File: src/rtl/key_search_dispatcher_if.sv
// Handshake bundle between the top-level search FSM/core array and the key-search dispatcher.
// The master side drives requests and reports; the slave (the dispatcher) returns grants and status.
interface key_search_dispatcher_if #(
  parameter int NUM_CORES     = 8,
  parameter int LOG_NUM_CORES = 3,
  parameter int KEY_WIDTH     = 24,
  parameter int COUNT_WIDTH   = 16
);
  logic                           start;
  logic                           mode;
  logic [NUM_CORES-1:0]           req;
  logic [NUM_CORES-1:0]           done_core;
  logic [NUM_CORES-1:0]           hit;
  logic [NUM_CORES*KEY_WIDTH-1:0] hit_key;
  logic [NUM_CORES-1:0]           grant;
  logic [KEY_WIDTH-1:0]           chunk_base;
  logic [KEY_WIDTH-1:0]           chunk_last;
  logic                           kill;
  logic                           running;
  logic                           found;
  logic                           failed;
  logic [KEY_WIDTH-1:0]           found_key;
  logic [LOG_NUM_CORES-1:0]       found_core;
  logic [COUNT_WIDTH-1:0]         hit_count;

  modport master (
    output start, mode, req, done_core, hit, hit_key,
    input  grant, chunk_base, chunk_last, kill, running, found, failed,
           found_key, found_core, hit_count
  );

  modport slave (
    input  start, mode, req, done_core, hit, hit_key,
    output grant, chunk_base, chunk_last, kill, running, found, failed,
           found_key, found_core, hit_count
  );
endinterface

File: src/rtl/key_search_dispatcher.sv
// Dynamic chunk dispatcher for the RC4 key-search array: hands out key chunks to idle cores,
// tracks outstanding work, arbitrates hits and aborts or keeps counting depending on mode.
module key_search_dispatcher #(
  parameter int                   NUM_CORES     = 8,
  parameter int                   LOG_NUM_CORES = 3,
  parameter int                   KEY_WIDTH     = 24,
  parameter logic [KEY_WIDTH-1:0] KEY_MAX       = 24'h3FFFFF,
  parameter int                   CHUNK_LOG     = 14,
  parameter int                   COUNT_WIDTH   = 16
) (
  input logic                    clk,
  input logic                    reset,
  key_search_dispatcher_if.slave bus
);
  localparam int NB_W = KEY_WIDTH + 1;
  localparam logic [NB_W-1:0] CHUNK_SZ = NB_W'(1) << CHUNK_LOG;
  localparam logic [NB_W-1:0] CHUNK_M1 = CHUNK_SZ - NB_W'(1);

  typedef enum logic [2:0] {S_IDLE, S_DISPATCH, S_DRAIN, S_SUCCESS, S_FAIL} state_t;

  state_t                   state_q;
  logic [NUM_CORES-1:0]     busy_q;
  logic [NB_W-1:0]          next_base_q;
  logic                     mode_q;
  logic [NUM_CORES-1:0]     grant_q;
  logic [KEY_WIDTH-1:0]     chunk_base_q, chunk_last_q, found_key_q;
  logic                     kill_q, running_q, found_q, failed_q;
  logic [LOG_NUM_CORES-1:0] found_core_q;
  logic [COUNT_WIDTH-1:0]   hit_count_q;

  logic [NUM_CORES-1:0]     acc_hit, avail, grant_d;
  logic [LOG_NUM_CORES-1:0] hit_idx_d;
  logic [KEY_WIDTH-1:0]     hit_key_d, chunk_last_d;
  logic [NB_W-1:0]          chunk_end;
  logic [COUNT_WIDTH-1:0]   hit_count_d;

  // Saturating accumulate of the accepted-hit popcount.
  function automatic logic [COUNT_WIDTH-1:0] sat_add(input logic [COUNT_WIDTH-1:0] a,
                                                     input logic [NUM_CORES-1:0] v);
    logic [COUNT_WIDTH-1:0] s;
    s = a;
    for (int i = 0; i < NUM_CORES; i++)
      if (v[i] && (s != '1)) s = s + COUNT_WIDTH'(1);
    return s;
  endfunction

  always_comb begin
    acc_hit   = ((state_q == S_DISPATCH) || (state_q == S_DRAIN)) ? (bus.hit & busy_q) : '0;
    avail     = (state_q == S_DISPATCH) ? (bus.req & ~busy_q) : '0;
    grant_d   = '0;
    hit_idx_d = '0;
    hit_key_d = '0;
    // Descending scan so the lowest index wins both arbitrations.
    for (int i = NUM_CORES - 1; i >= 0; i--) begin
      if (acc_hit[i]) begin
        hit_idx_d = LOG_NUM_CORES'(i);
        hit_key_d = bus.hit_key[i*KEY_WIDTH +: KEY_WIDTH];
      end
      if (avail[i]) begin
        grant_d    = '0;
        grant_d[i] = 1'b1;
      end
    end
    chunk_end    = next_base_q + CHUNK_M1;
    chunk_last_d = (chunk_end > {1'b0, KEY_MAX}) ? KEY_MAX : chunk_end[KEY_WIDTH-1:0];
    hit_count_d  = sat_add(hit_count_q, acc_hit);
  end

  always_ff @(posedge clk) begin
    if (reset) begin
      state_q      <= S_IDLE;
      busy_q       <= '0;
      next_base_q  <= '0;
      mode_q       <= 1'b0;
      grant_q      <= '0;
      chunk_base_q <= '0;
      chunk_last_q <= '0;
      kill_q       <= 1'b0;
      running_q    <= 1'b0;
      found_q      <= 1'b0;
      failed_q     <= 1'b0;
      found_key_q  <= '0;
      found_core_q <= '0;
      hit_count_q  <= '0;
    end else begin
      grant_q <= '0;
      kill_q  <= 1'b0;
      case (state_q)
        S_IDLE, S_SUCCESS, S_FAIL: begin
          if (bus.start) begin
            state_q      <= S_DISPATCH;
            busy_q       <= '0;
            next_base_q  <= '0;
            mode_q       <= bus.mode;
            found_key_q  <= '0;
            found_core_q <= '0;
            hit_count_q  <= '0;
            running_q    <= 1'b1;
            found_q      <= 1'b0;
            failed_q     <= 1'b0;
          end
        end
        default: begin
          if (|acc_hit) begin
            hit_count_q <= hit_count_d;
            if (hit_count_q == '0) begin
              found_key_q  <= hit_key_d;
              found_core_q <= hit_idx_d;
            end
          end
          // In stop-on-first-hit mode an accepted hit pre-empts any grant this cycle.
          if ((|acc_hit) && !mode_q) begin
            kill_q    <= 1'b1;
            busy_q    <= '0;
            state_q   <= S_SUCCESS;
            running_q <= 1'b0;
            found_q   <= 1'b1;
          end else if ((state_q == S_DRAIN) && (busy_q == '0)) begin
            running_q <= 1'b0;
            if (hit_count_q != '0) begin
              state_q <= S_SUCCESS;
              found_q <= 1'b1;
            end else begin
              state_q  <= S_FAIL;
              failed_q <= 1'b1;
            end
          end else begin
            busy_q <= (busy_q & ~bus.done_core) | grant_d;
            if (|grant_d) begin
              grant_q      <= grant_d;
              chunk_base_q <= next_base_q[KEY_WIDTH-1:0];
              chunk_last_q <= chunk_last_d;
              next_base_q  <= next_base_q + CHUNK_SZ;
              if (chunk_last_d == KEY_MAX) state_q <= S_DRAIN;
            end
          end
        end
      endcase
    end
  end

  assign bus.grant      = grant_q;
  assign bus.chunk_base = chunk_base_q;
  assign bus.chunk_last = chunk_last_q;
  assign bus.kill       = kill_q;
  assign bus.running    = running_q;
  assign bus.found      = found_q;
  assign bus.failed     = failed_q;
  assign bus.found_key  = found_key_q;
  assign bus.found_core = found_core_q;
  assign bus.hit_count  = hit_count_q;
endmodule

File: src/flat_wrapper.sv
// flat-port wrapper written by rule: the top's interface ports become plain ports
module key_search_dispatcher_flat 
#(
  parameter int                   NUM_CORES     = 8,
  parameter int                   LOG_NUM_CORES = 3,
  parameter int                   KEY_WIDTH     = 24,
  parameter logic [KEY_WIDTH-1:0] KEY_MAX       = 24'h3FFFFF,
  parameter int                   CHUNK_LOG     = 14,
  parameter int                   COUNT_WIDTH   = 16
)
  (clk, reset, bus_start, bus_mode, bus_req, bus_done_core, bus_hit, bus_hit_key, bus_grant, bus_chunk_base, bus_chunk_last, bus_kill, bus_running, bus_found, bus_failed, bus_found_key, bus_found_core, bus_hit_count);
  key_search_dispatcher_if #(.NUM_CORES(NUM_CORES), .LOG_NUM_CORES(LOG_NUM_CORES), .KEY_WIDTH(KEY_WIDTH), .COUNT_WIDTH(COUNT_WIDTH)) bus_i ();
  input logic clk;
  input logic reset;
  input wire logic [$bits(bus_i.start)-1:0] bus_start;
  input wire logic [$bits(bus_i.mode)-1:0] bus_mode;
  input wire logic [$bits(bus_i.req)-1:0] bus_req;
  input wire logic [$bits(bus_i.done_core)-1:0] bus_done_core;
  input wire logic [$bits(bus_i.hit)-1:0] bus_hit;
  input wire logic [$bits(bus_i.hit_key)-1:0] bus_hit_key;
  output wire logic [$bits(bus_i.grant)-1:0] bus_grant;
  output wire logic [$bits(bus_i.chunk_base)-1:0] bus_chunk_base;
  output wire logic [$bits(bus_i.chunk_last)-1:0] bus_chunk_last;
  output wire logic [$bits(bus_i.kill)-1:0] bus_kill;
  output wire logic [$bits(bus_i.running)-1:0] bus_running;
  output wire logic [$bits(bus_i.found)-1:0] bus_found;
  output wire logic [$bits(bus_i.failed)-1:0] bus_failed;
  output wire logic [$bits(bus_i.found_key)-1:0] bus_found_key;
  output wire logic [$bits(bus_i.found_core)-1:0] bus_found_core;
  output wire logic [$bits(bus_i.hit_count)-1:0] bus_hit_count;
  assign bus_i.start = bus_start;
  assign bus_i.mode = bus_mode;
  assign bus_i.req = bus_req;
  assign bus_i.done_core = bus_done_core;
  assign bus_i.hit = bus_hit;
  assign bus_i.hit_key = bus_hit_key;
  assign bus_grant = bus_i.grant;
  assign bus_chunk_base = bus_i.chunk_base;
  assign bus_chunk_last = bus_i.chunk_last;
  assign bus_kill = bus_i.kill;
  assign bus_running = bus_i.running;
  assign bus_found = bus_i.found;
  assign bus_failed = bus_i.failed;
  assign bus_found_key = bus_i.found_key;
  assign bus_found_core = bus_i.found_core;
  assign bus_hit_count = bus_i.hit_count;
  key_search_dispatcher #(.NUM_CORES(NUM_CORES), .LOG_NUM_CORES(LOG_NUM_CORES), .KEY_WIDTH(KEY_WIDTH), .KEY_MAX(KEY_MAX), .CHUNK_LOG(CHUNK_LOG), .COUNT_WIDTH(COUNT_WIDTH)) u_core (.clk(clk), .reset(reset), .bus(bus_i));
endmodule
File: config.mk
export PLATFORM = sky130hd
export DESIGN_NAME = key_search_dispatcher_flat
export DESIGN_NICKNAME = d
export VERILOG_FILES = /design/src/rtl/key_search_dispatcher_if.sv /design/src/rtl/key_search_dispatcher.sv /design/src/flat_wrapper.sv
export SDC_FILE = /design/constraint.sdc
export NUM_CORES = 1
export LEC_CHECK = 0
export CAP_MARGIN = 25
export CORE_MARGIN = 1.5
export CORE_UTILIZATION = 53
export CTS_CLUSTER_DIAMETER = 50
export DETAILED_ROUTE_END_ITERATION = 10
export PLACE_DENSITY_LB_ADDON = 0.15
export SETUP_SLACK_MARGIN = 0.15
export SLEW_MARGIN = 20
export SYNTH_ARGS = -nofsm -noshare
export SYNTH_HDL_FRONTEND = slang
export SYNTH_SLANG_ARGS = --single-unit
File: constraint.sdc
create_clock -name clk -period 29.4 [get_ports clk]
set_input_delay 8.82 -clock clk [delete_from_list [all_inputs] [get_ports clk]]
set_output_delay 8.82 -clock clk [all_outputs]
set_load 0.005 [all_outputs]
## After elaboration in Yosys (flattened, before gate mapping)

Index checks and enable logic that the tools add are counted.

- Add/sub/neg operators: 10
- Magnitude comparators: 1
- Eq/ne operators: 18
- Muxes and demuxes: 76
- Bitwise logic cells: 10
- Reduce and logical (&&, ||, !) cells: 39

Operators with widths:

| cell | count |
|---|---|
| $mux 24 | 13 |
| $mux 16 | 11 |
| $add 16x1->16 const B | 8 |
| $ne 16x16->1 const B | 8 |
| $mux 25 | 5 |
| $mux 8 | 14 |
| $mux 3 | 19 |
| $add 25x14->25 const B | 1 |
| $add 25x15->25 const B | 1 |
| $gt 25x22->1 const B | 1 |
| $and 8x8->8 | 3 |
| $eq 24x22->1 const B | 1 |
| $logic_not 16->1 | 1 |
| $not 8->8 | 2 |
| $reduce_bool 16->1 | 1 |
| $reduce_or 8->1 | 2 |
| $mux 1 | 14 |
| $reduce_and 4->1 | 3 |
| $logic_and 1x1->1 | 10 |
| $reduce_and 3->1 | 3 |
| $logic_not 8->1 | 1 |
| $ne 2x2->1 const B | 4 |
| $or 8x8->8 | 1 |
| $reduce_and 2->1 | 4 |
| other kinds (14) | 23 |

- Register bits after elaboration: 140
- Input bits: 220
- Output and inout bits: 103
- Word-level logic and storage cells: 168

## Depth between registers and ports, before layout

- Word-level depth: 28
- Gate-level depth with buffers: 58
- Gate-level depth less buffers: 53

## Least setup slack after synthesis

OpenSTA, ideal clock, no wires.

- Path type: input to register
- Start: in bus_hit[0]
- End: reg u_core.hit_count_q[12], in the netlist u_core.bus.hit_count[12]
- Setup time: 0.117 ns
- Data arrival time: 20.677 ns
- Required time: 29.283 ns
- Slack: 8.606 ns
- Cell stages on the path: 54
- Buffers on the path: 5
- Path through: nand3b_1 > or3_1 > buf_2 > nor4_2 > mux2_2 > nor3b_1 > nand3_1 > and3_1 > nor2_1 > ha_1 > clkbuf_1 > o211ai_1 > nor2_1 > nand2_1 > o21ai_0 > xnor2_1 > ha_1 > clkbuf_1 > (+18 left out) > nand2_1 > or4_4 > nor4_1 > a21oi_1 > xnor2_1 > ha_1 > inv_1 > or3_1 > or2_2 > nand2_1 > mux2_2 > ha_1 > and3_1 > a22oi_1 > or3_1 > clkbuf_1 > o31ai_1 > a32o_1

- Word-level cells in the longest chain between the ends: 27
- Elaborated cells on any way between the ends: 37
- Those cells by class: 7 x add/sub; 7 x eq/ne; 11 x mux; 1 x bitwise; 11 x reduce/logical

Ends and longest elaborated chain:

| item | line | text |
|---|---|---|
| start, declared | flat_wrapper.sv:19 | `input wire logic [$bits(bus_i.hit)-1:0] bus_hit;` |
| $and 8x8->8 * | key_search_dispatcher.sv:48 | `acc_hit = ((state_q == S_DISPATCH) \|\| (state_q == S_DRAIN)) ? (bus.hit & busy_q) : '0;` |
| $mux 8 * | key_search_dispatcher.sv:48 |  |
| branches (longest 25 deep; another with $add 16x1->16) | n/a |  |
| end signal, assigned | key_search_dispatcher.sv:105 | `hit_count_q <= hit_count_d;` |
| end, declared | key_search_dispatcher.sv:29 | `logic [COUNT_WIDTH-1:0] hit_count_q;` |

Every way passes the cells marked *. The select of a mux whose other input is x is not followed.
A chain may end at the register's enable or synchronous reset.

## Worst setup path in the final report

- Start: in bus_hit[0]
- End: reg u_core.hit_count_q[7], in the netlist u_core.bus.hit_count[7]

Same word-level chain as after synthesis.

==> results.toml <==
[die]
core_um2 = 20100
die_h_um = 146
initial_utilization = 0.537
dieArea_um2 = 21200
row_count = 52
pin_count = 323
die_w_um = 146

[timing]
rsz0062_at_grt = "false"
clock-skew-final_ns = 0.0134
maxSlewHeadroom = 0.343
fin_crit_sh = 0.801
fin_crit_ns = 23.54
worst_slew_pin_slew_ns = 0.973
hold_viol_final = 0
final.setup.tns_ns = 0
finalSetupViolCount = 0
maxSlewViolCount = 0
fmax_mhz = 42.5
hold_slack_ns = 0.464

[global_routing]
grt_first_pass_wirelength_um = 65200
antenna_found_initial = 0
grt_overflow = 0
grt_pass1_vias = 12000
grt_usage = 0.377
grt_start_max_net_pins = 70

[worst_hold_path]
holdPathStages = 2
hold_class = "register to register"
min-delay-start = "u_core.bus.chunk_base[19]$_SDFFE_PP0P_"
hold_end = "u_core.bus.chunk_base[19]$_SDFFE_PP0P_"

[pwr]
power_frac_comb = 0.375
p_int_uw = 281
power.share.sequential = 0.351
power.leakage_uw = 0.00455
ir_drop_mv = 0.0398
power.share.clock = 0.274
p_per_area_nw_per_um2 = 31.3
p_switching_uw = 162
p_sw_frac = 0.365

[layout]
drive_gt1_frac = 0.0757
insertedDiodeCount = 0
seq_area_um2 = 1980
final_util = 0.705
layout_commonest_cell = "clkdlybuf4s50_1"
syn2layout_area_growth_pct = 31.2
most-common-layout-cells = "307 x clkdlybuf4s50_1, 185 x nand2_1, 148 x nor2_1"
final_nets = 1982
stdcell_count = 2026
multi_input_area_um2 = 8240
n_fill_cell = 1657

[detailed_routing]
vias = 13200
drt_iter0_drc = 1438
wl_per_cell_um = 20.6
first_pass_iters = 6
drt-total-wl_um = 41800
routed_via_density = 6.50
drc = 0
ant_nets = 0

[placed_design]
place_congestion = 0.964
dp_hpwl_um = 32900
dp.cells = 2008
port_buffers = 308

[worst_setup_path]
regToRegStartpoint = "u_core.bus.hit_count[1]$_SDFFE_PP0P_"
cp.required_ns = 29.65
crit_type = "input port to register"
critPathSlowestCell = "a2111oi_0"
cp.arrival_ns = 23.79
cp_max_fo = 55
start_kind = "input port"
crit_path_max_incr_delay_ns = 0.81
rr_worst_depth = 50
reg2reg_to = "u_core.bus.hit_count[7]$_SDFFE_PP0P_"
cpMostUsedCell = "nand2_1"
cp-end-kind = "register"
rrSetupSlack_ns = 13.93

[logic_synthesis]
async_flop_share = 0
netlist_instances = 1520
yosys_warnings = 0
netlist_area_um2 = 10800
avgSynthCellArea_um2 = 7.11
seq_area_frac_synth = 0.184
synthDistinctLibCells = 106
synth_flop_cell = "dfxtp_1"
synth-edff-count = 0
ys_ff_latch = 99

[cts]
clockRootBuffer = "clkbuf_16"
clk_latency_ns = 0.36
cts_tree = "done"
clk_pin_slew_ns = 0.08
post_cts_buffers = 0
htreeDepth = 3
cts.sinks = 99
cts_hold_buf = 0
cts_resized = 0
cts_made_buffers = 9
clk_path_buf_depth = 2

[flow_run]
cap_violations = 0

[run_status]
status = "completed"
## per-layer routing
metal / track usage / share of wire / up-vias / wire, µm
met1: 0.499 / 0.41 / 6117 / 17200
li1: - / - / 6188 / -
met4: 0.137 / 0.036 / 0 / 1490
met3: 0.0806 / 0.11 / 103 / 4440
met2: 0.603 / 0.45 / 766 / 18700
met5: 0 / 0 / - / 0
## worst max-delay path: cells and delay by family
kind	cells	cell delay [ns]
compound gates	13	4.75
xor+xnor	5	1.37
fa+ha+maj	6	1.78
buf+inv	5	1.24
mux	1	0.36
simple gates	21	5.40
## cell families (layout without fill, tap and decap cells)
group,count (synthesis),in the layout,synth area share
AND/OR/NAND/NOR,670,670,0.322
AO/OA/AOI/OAI,490,490,0.321
buffers and inverters,137,360,0.0620
flip-flops,99,99,0.184
XOR/XNOR,88,88,0.0741
multiplexers,24,24,0.0237
adder cells (fa/ha/maj),11,11,0.0127
other,1,14,0.000347
## registers in the layout, indices dropped and copies added, names as in the netlist
signal and cells:
u_core.bus.found_key 24, u_core.bus.chunk_last 11, u_core.bus.failed 1, u_core.bus.hit_count 16, u_core.bus.found 1, u_core.mode_q 1, u_core.bus.grant 8, u_core.bus.running 1
u_core.bus.found_core 3, u_core.bus.chunk_base 10, u_core.next_base_q 11, u_core.bus.kill 1, u_core.busy_q 8, u_core.state_q 3
## Yosys cell counts, types with 29 or more instances
cell type	number	area, µm²
dfxtp_1	99	1980
a21oi_1	133	666
o21ai_0	53	265
nand3_1	45	225
o211ai_1	37	278
nor3_1	69	345
nand2_1	185	694
nor2_1	149	559
clkbuf_1	67	251
buf_4	30	225
xor2_1	36	315
xnor2_1	48	420
o22ai_1	29	181
nand4_1	29	181
## final cells by class
| type | count | area share |
|---|---|---|
| Sequential cell | 99 | 0.140 |
| Inverter | 15 | 0.00397 |
| Timing Repair Buffer | 329 | 0.229 |
| Clock buffer | 9 | 0.0159 |
| Clock inverter | 7 | 0.00565 |
| Multi-Input combinational cell | 1297 | 0.581 |
| Tap cell | 270 | 0.0238 |
## through the flow
stage	setup slack, ns	total power, µW	cell area (µm²)
final	5.86	443	14200
after global routing	4.62	463	14200
after CTS	6.16	441	14100
after detailed placement	5.83	320	13800
after global placement	6.40	318	13800
after floorplan	8.61	247	10800
## power by group through the flow
stage / Combinational [µW] / Sequential, µW / Clock, µW
2_1_floorplan: 91.7 / 155 / 0
3_5_place_dp: 162 / 158 / 0
6_report: 166 / 156 / 121
5_1_grt: 180 / 157 / 126
4_1_cts: 163 / 155 / 122
3_3_place_gp: 160 / 158 / 0
## worst max-delay path by stage
stage                     startpoint                                    end  slack [ns]
final                     bus_hit[0]   u_core.bus.hit_count[7]$_SDFFE_PP0P_        5.86
after global routing      bus_hit[0]  u_core.bus.hit_count[14]$_SDFFE_PP0P_        4.62
after CTS                 bus_hit[0]   u_core.bus.hit_count[7]$_SDFFE_PP0P_        6.16
after detailed placement  bus_hit[0]  u_core.bus.hit_count[14]$_SDFFE_PP0P_        5.83
after global placement    bus_hit[0]  u_core.bus.hit_count[14]$_SDFFE_PP0P_        6.40
after floorplan           bus_hit[0]  u_core.bus.hit_count[12]$_SDFFE_PP0P_        8.61
Power figures use the tool's default switching activity.
